### src/rtl/seg7_disp_mux.sv
`default_nettype none
// ============================================================================
//  Module   : seg7_disp_mux
//  Purpose  : Time-multiplexed driver for a 4-digit common-anode 7-segment
//             display. Digits are double-buffered (staging -> shadow) so a
//             new value only takes effect at a frame boundary. Each refresh
//             tick scans to the next digit. The anode, segment and dp pins
//             are all registered.
//  Options  : DISP_LZB_EN - when defined, leading zeros in the shadow value
//             are blanked. Digit 0 is never blanked.
//  Revision : 1.0 - initial release
// ============================================================================
module seg7_disp_mux #(
    parameter int REFRESH_DIV = 100000,
    parameter int CNT_W       = 17
) (
    input  logic       clk,
    input  logic       rst,
    input  logic [3:0] bcd0,
    input  logic [3:0] bcd1,
    input  logic [3:0] bcd2,
    input  logic [3:0] bcd3,
    input  logic       bcd_load,
    input  logic [3:0] dp_mask,
    output logic [3:0] an,
    output logic [6:0] seg,
    output logic       dp
);

    localparam logic [CNT_W-1:0] c_PRESC_MAX = CNT_W'(REFRESH_DIV - 1);

    logic [CNT_W-1:0] r_presc;
    logic [1:0]       r_idx;
    logic [15:0]      r_staging;
    logic [15:0]      r_shadow;
    logic             r_pending;

    logic             w_tick;
    logic             w_frame_end;
    logic [15:0]      w_live;
    logic [3:0]       w_digit;
    logic             w_blank;

    // Active-low gfedcba patterns. Any non-BCD code is shown as a dash.
    function automatic logic [6:0] f_decode(input logic [3:0] d);
        logic [6:0] v;
        case (d)
            4'd0:    v = 7'h40;
            4'd1:    v = 7'h79;
            4'd2:    v = 7'h24;
            4'd3:    v = 7'h30;
            4'd4:    v = 7'h19;
            4'd5:    v = 7'h12;
            4'd6:    v = 7'h02;
            4'd7:    v = 7'h78;
            4'd8:    v = 7'h00;
            4'd9:    v = 7'h10;
            default: v = 7'h3F;
        endcase
        return v;
    endfunction

    assign w_tick      = (r_presc == c_PRESC_MAX);
    assign w_frame_end = w_tick && (r_idx == 2'd3);
    assign w_live      = {bcd3, bcd2, bcd1, bcd0};

    // Prescaler and digit scan index. A tick advances to the next slot.
    always_ff @(posedge clk) begin
        if (rst) begin
            r_presc <= '0;
            r_idx   <= 2'd0;
        end else if (w_tick) begin
            r_presc <= '0;
            r_idx   <= r_idx + 2'd1;
        end else begin
            r_presc <= r_presc + 1'b1;
        end
    end

    // Double buffer. A load coincident with the frame boundary bypasses
    // staging so that the value appears in the very next frame.
    always_ff @(posedge clk) begin
        if (rst) begin
            r_staging <= '0;
            r_shadow  <= '0;
            r_pending <= 1'b0;
        end else begin
            if (bcd_load) begin
                r_staging <= w_live;
            end
            if (w_frame_end) begin
                if (bcd_load) begin
                    r_shadow <= w_live;
                end else if (r_pending) begin
                    r_shadow <= r_staging;
                end
                r_pending <= 1'b0;
            end else if (bcd_load) begin
                r_pending <= 1'b1;
            end
        end
    end

    // Select the shadow digit for the current slot.
    always_comb begin
        w_digit = r_shadow[3:0];
        case (r_idx)
            2'd0:    w_digit = r_shadow[3:0];
            2'd1:    w_digit = r_shadow[7:4];
            2'd2:    w_digit = r_shadow[11:8];
            default: w_digit = r_shadow[15:12];
        endcase
    end

`ifdef DISP_LZB_EN
    logic w_blank3;
    logic w_blank2;
    logic w_blank1;

    assign w_blank3 = (r_shadow[15:12] == 4'd0);
    assign w_blank2 = w_blank3 && (r_shadow[11:8] == 4'd0);
    assign w_blank1 = w_blank2 && (r_shadow[7:4] == 4'd0);

    // Blank a slot when its digit and all more-significant digits are zero.
    always_comb begin
        w_blank = 1'b0;
        case (r_idx)
            2'd1:    w_blank = w_blank1;
            2'd2:    w_blank = w_blank2;
            2'd3:    w_blank = w_blank3;
            default: w_blank = 1'b0;
        endcase
    end
`else
    assign w_blank = 1'b0;
`endif

    // Registered pin drivers. They lag idx/shadow by one clock.
    always_ff @(posedge clk) begin
        if (rst || w_blank) begin
            an  <= 4'b1111;
            seg <= 7'h7F;
            dp  <= 1'b1;
        end else begin
            an  <= ~(4'b0001 << r_idx);
            seg <= f_decode(w_digit);
            dp  <= ~dp_mask[r_idx];
        end
    end

endmodule
`default_nettype wire

### config.mk
export PLATFORM = sky130hd
export DESIGN_NAME = seg7_disp_mux
export DESIGN_NICKNAME = d
export VERILOG_FILES = /design/src/rtl/seg7_disp_mux.sv
export SDC_FILE = /design/constraint.sdc
export NUM_CORES = 1
export LEC_CHECK = 0
export ABC_AREA = 1
export CAP_MARGIN = 25
export CORE_UTILIZATION = 60
export DETAILED_ROUTE_END_ITERATION = 10
export PLACE_DENSITY = 0.86
export SLEW_MARGIN = 30
export SYNTH_ARGS = -nofsm -noshare
export SYNTH_HDL_FRONTEND = slang
export SYNTH_SLANG_ARGS = --single-unit
### constraint.sdc
create_clock -name clk -period 3.4 [get_ports clk]
set_input_delay 0.85 -clock clk [delete_from_list [all_inputs] [get_ports clk]]
set_output_delay 0.85 -clock clk [all_outputs]
set_load 0.05 [all_outputs]
=== Word level (Yosys, flattened, before mapping) ===
Memory sizes are Yosys's and may differ from the RTL's. A register that Yosys moved wholly into a read port is not among the register bits.
Index checks and enable logic that the tools add are counted.

* Flip-flop bits (word level): 57
* Memory bits (read-only): 112
* Bits of input ports: 23
* Word-level logic and storage cells: 29
* Memories kept: 1

{| class="wikitable"
|+ Memory list
! name !! words !! bits a word !! rd ports !! clocked after memory_dff !! write ports !! RTL line !! source
|-
| (name not given) || 16 || 7 || 1 || 1 || 0 || 47 || <nowiki>case (d)</nowiki>
|}

* Add/sub/neg operators: 2
* $lt $le $gt $ge: 1
* Equality and inequality tests: 4
* Shift operators: 1
* Mux-type cells: 5
* Bitwise logic cells: 2
* Reduce and logical (&&, ||, !) cells: 6

{| class="wikitable"
|+ Operator list
! operator !! count
|-
| $mux W16 || 2
|-
| $add A17 B1 Y17 const B || 1
|-
| $eq A17 B17 Y1 const B || 1
|-
| $pmux W4 S3 || 1
|-
| $eq A2 B2 Y1 const B || 2
|-
| $not A4 Y4 || 1
|-
| $reduce_or A2 Y1 || 2
|-
| $shl A1 B2 Y4 const A || 1
|-
| $lt A2 B3 Y1 const B || 1
|-
| $add A2 B1 Y2 const B || 1
|-
| $bmux W1 S2 || 1
|-
| $eq A2 B1 Y1 const B || 1
|-
| $logic_not A2 Y1 || 1
|-
| $reduce_and A2 Y1 || 1
|-
| $reduce_bool A2 Y1 || 1
|-
| $logic_and A1 B1 Y1 || 1
|-
| $mux W1 || 1
|-
| $not A1 Y1 || 1
|}

=== Longest topological paths before layout ===
* Depth after elaboration: 3
* Depth in mapped cells: 10
* Mapped depth without buffers: 10

=== Least setup slack after synthesis ===
OpenSTA, ideal clock, no wires.

* Kind: register to register
* Start point: register r_idx[0]
* End point: register seg[3]
* Arrival: 1857 ps
* Required time: 3342 ps
* Setup slack: 1485 ps
* Cell stages (with the launch flop): 11
* Buffers on the path: 0
* Period minus slack after synthesis: 1915 ps
* Path through: dfxtp_1 > inv_1 > ha_1 > nand2_1 > o21ai_0 > o22ai_1 > ha_1 > or2_2 > nand2_1 > nand2_1 > nand2_1

* Cells in the longest elaborated chain, start to end: 2
* Elaborated cells between the ends (all ways): 4

{| class="wikitable"
|+ RTL lines
! element !! RTL line !! source
|-
| start, declared || 33 || <nowiki>logic [1:0] r_idx;</nowiki>
|-
| start signal, assigned || 74 || <nowiki>r_idx <= r_idx + 2'd1;</nowiki>
|-
| $eq A2 B2 Y1 (tied with other cells) || 107 || <nowiki>case (r_idx)</nowiki>
|-
| $pmux W4 S3 (*) || 107 ||
|-
| end, declared || 26 || <nowiki>output logic [6:0] seg,</nowiki>
|}

Every way passes the cells marked *; elsewhere a longest branch is shown, timed or not.
A chain may end at the register's enable or synchronous reset.

=== Final worst setup path ===
* Start point: register an[3]
* End point: output port an[3]

{| class="wikitable"
|+ RTL lines
! element !! RTL line !! source
|-
| start, declared || 25 || <nowiki>output logic [3:0] an,</nowiki>
|-
| start signal, assigned || 145 || <nowiki>an <= ~(4'b0001 << r_idx);</nowiki>
|}

No word-level cell between the ends.

==> flow_metrics.py <==
metrics = {
    "sta": {
        "fin_setup_tns_ns": 0,
        "setup_viol": 0,
        "relSlewSlack_pct": 54.7,
        "worst_slew_pin_slew_ns": 0.679,
        "rsz0062_at_grt": "false",
        "finalCritPeriodShare_pct": 67.4,
        "finalMaxSlewViolations": 0,
        "finClkSkew_ns": 0.00677,
        "fin_crit_ns": 2.29,
        "finalHoldViolCount": 0,
        "max_freq_mhz": 437,
    },
    "setup_path": {
        "r2r_slack_ns": 1.14,
        "crit_family": "buffers and inverters",
        "slowest_delay_ns": 0.80,
        "arrival_ns": 1.44,
        "critPathKind": "reg2out",
        "worst_r2r_startpoint": "r_idx[0]",
        "critical_path.max_fanout": 1,
        "worstPathRequired_ns": 2.55,
        "crit_path_start_kind": "flip-flop",
        "critPathBufInv": 1,
        "worstSetupEndpointType": "primary output",
        "rr_worst_depth": 10,
        "path_cells": "clkdlybuf4s50_1",
        "r2r-end": "seg[3]",
        "critPathLaunch": "an[3]",
        "critPathCapture": "an[3]",
        "crit_path_top_delay_cell": "clkdlybuf4s50_1",
        "crit_cells": 1,
    },
    "synth": {
        "synthXorXnorAreaFrac_pct": 1.75,
        "seq_area_frac_synth_pct": 42.6,
        "synth_cell_types": 31,
        "synthAdderAreaFrac_pct": 3.75,
        "synth_seq_cells": 64,
        "synth_nets": 433,
        "synth_common_cells": "82 x nand2_1, 70 x nor2_1, 64 x dfxtp_1",
        "synth_mux_area_share_pct": 5.33,
        "synth_area_sq_um": 3010,
        "synth_compound_area_share_pct": 4.41,
        "synth-simple-area-share_pct": 32.4,
        "synth_flop_cell": "dfxtp_1",
        "synth_top_family_by_area": "simple AND/OR/NAND/NOR gates",
        "avgSynthCellArea_sq_um": 7.49,
        "synth_edf_count": 0,
        "synth_area_leader_cell": "dfxtp_1",
        "netlist_top_cells_area": "dfxtp_1 43%, nand2_1 10%, nor2_1 8.7%, inv_1 6.2%, mux2i_1 5.3%",
        "synth_warnings": 0,
        "synth_most_common_cell": "nand2_1",
        "synth_top_cell_area_share_pct": 42.6,
        "syn-instance-count": 401,
        "ys_async_sr_fraction_pct": 0,
    },
    "place": {
        "dp_hpwl_um": 4440,
        "portBuffers": 34,
        "gp_congestion": 0.917,
        "place_inst": 493,
    },
    "floorplanning": {
        "dieArea_sq_um": 5300,
        "die_w_um": 72.8,
        "rows": 25,
        "start_util_pct": 62.8,
        "io_pins": 35,
        "coreArea_sq_um": 4790,
        "die_y_um": 72.8,
    },
    "drt": {
        "post_drt_wl_per_cell_um": 11.9,
        "vias": 2618,
        "drtAntennaViolNets": 0,
        "via_per_inst": 5.15,
        "drc": 0,
        "first_pass_iters": 5,
        "drtIter0Drc": 169,
        "wirelength_um": 6060,
    },
    "final_layout": {
        "antenna_cells": 0,
        "drive_gt1_share_pct": 9.98,
        "area_growth_pct": 19.1,
        "stdcell_count": 508,
        "finalNetCount": 469,
        "utilization_pct": 74.8,
    },
    "clock_tree": {
        "cts_sinks": 64,
        "clock_latency_ns": 0.33,
        "hold_buffers": 0,
        "cts_buffers": 9,
        "cts_setup_buffers": 0,
        "clkSlewWorstSetupHoldPaths_ns": 0.07,
        "ctsLongestPathBuffers": 2,
        "cts-root-buf": "clkbuf_8",
        "cts_tree": "built",
        "cts_resized": 0,
        "htree_levels": 3,
    },
    "global_routing": {
        "grt_pass1_wl_um": 10000,
        "antenna_found_initial": 0,
        "gr-total-overflow": 0,
        "grt_pass1_vias": 2312,
        "grt_max_degree": 26,
        "grt_usage_pct": 24.7,
    },
    "pwr": {
        "vdd_ir_drop_max_uv": 361,
        "power_per_cell_area_nw_per_um2": 439,
        "p_leak_nw": 1.56,
    },
    "flow_run": {
        "maxCapViolations": 0,
    },
    "hold_path": {
        "whs_path_depth": 1,
        "hold_path.class": "reg2reg",
    },
    "run_status": {
        "outcome": "finished, final reports clean",
    },
}
logic make-up (layout without fill, tap and decap cells):
| group | Yosys count | in the layout |
|---|---|---|
| xor gates and xnor gates | 6 | 6 |
| and+or+nand+nor | 213 | 213 |
| muxes | 16 | 16 |
| adders and majority gates | 9 | 9 |
| AOI/OAI and AO/OA | 24 | 24 |
| buffers and inverters | 69 | 109 |
| DFF | 64 | 64 |
power breakdown:
group	internal [W]	switching (W)	leakage, nW
Clock	0.000407	0.000273	0.103
Combinational	0.0000508	0.0000644	0.934
Sequential	0.000770	0.00000625	0.523
Total	0.00123	0.000343	1.56
registers in the layout, summed over array words and instances (netlist names):
signal     flops
r_presc       17
r_shadow      16
r_staging     16
seg            7
an             4
r_idx          2
dp             1
r_pending      1
cell type report:
| type | instances | area (sq um) |
|---|---|---|
| well taps | 67 | 83.8 |
| clock inverters | 4 | 70.1 |
| multi-input cells | 268 | 1430 |
| fillers | 350 | 1210 |
| clock buffers | 11 | 131 |
| inverters | 56 | 210 |
| flip-flops and latches | 64 | 1280 |
| repair buffers | 38 | 370 |
per-layer routing:
metal	vias to the layer above	track usage, %	routed length (um)
li1	1328	-	-
met1	1185	31.6	2830
met2	93	40.3	2790
met3	12	4.70	349
met4	0	11.8	97
met5	-	0	0
worst min path at each step:
| stage | startpoint | endpoint | slack, ns |
|---|---|---|---|
| after global routing | r_presc[0] | r_presc[0] | 0.49 |
| after detailed placement | r_presc[0] | r_presc[0] | 0.45 |
| after floorplan | r_presc[0] | r_presc[0] | 0.42 |
| after CTS | r_presc[0] | r_presc[0] | 0.46 |
| final | r_presc[0] | r_presc[0] | 0.45 |
| after global placement | r_presc[0] | r_presc[0] | 0.43 |
worst register-to-register path, delay by kind of cell, from the launching register on:
family                   cells  cell delay [ns]
flip-flops                   1             0.45
AND/OR/NAND/NOR              5             0.57
buffers and inverters        1             0.15
AO/OA/AOI/OAI                2             0.44
adder cells (fa/ha/maj)      2             0.60
stage by stage:
stage	instance area [sq um]	hold WS [ns]	power (W)	worst slack (ns)
after floorplan	3010	0.417	0.000860	1.48
after global placement	3380	0.428	0.000905	0.930
after detailed placement	3380	0.453	0.000908	0.823
after CTS	3580	0.462	0.00158	1.10
after global routing	3580	0.487	0.00162	0.947
final	3580	0.454	0.00157	1.11
cells in the final DEF (no fill, tap or decap), types with 12 or more instances in the layout:
master            n
dfxtp_1          64
nand2_1          82
nand4_1          20
mux2i_1          16
nand3_1          15
inv_1            50
clkdlybuf4s50_1  34
nand2_2          12
nor2_1           70
Note: power is estimated with default switching activity, not from simulation.
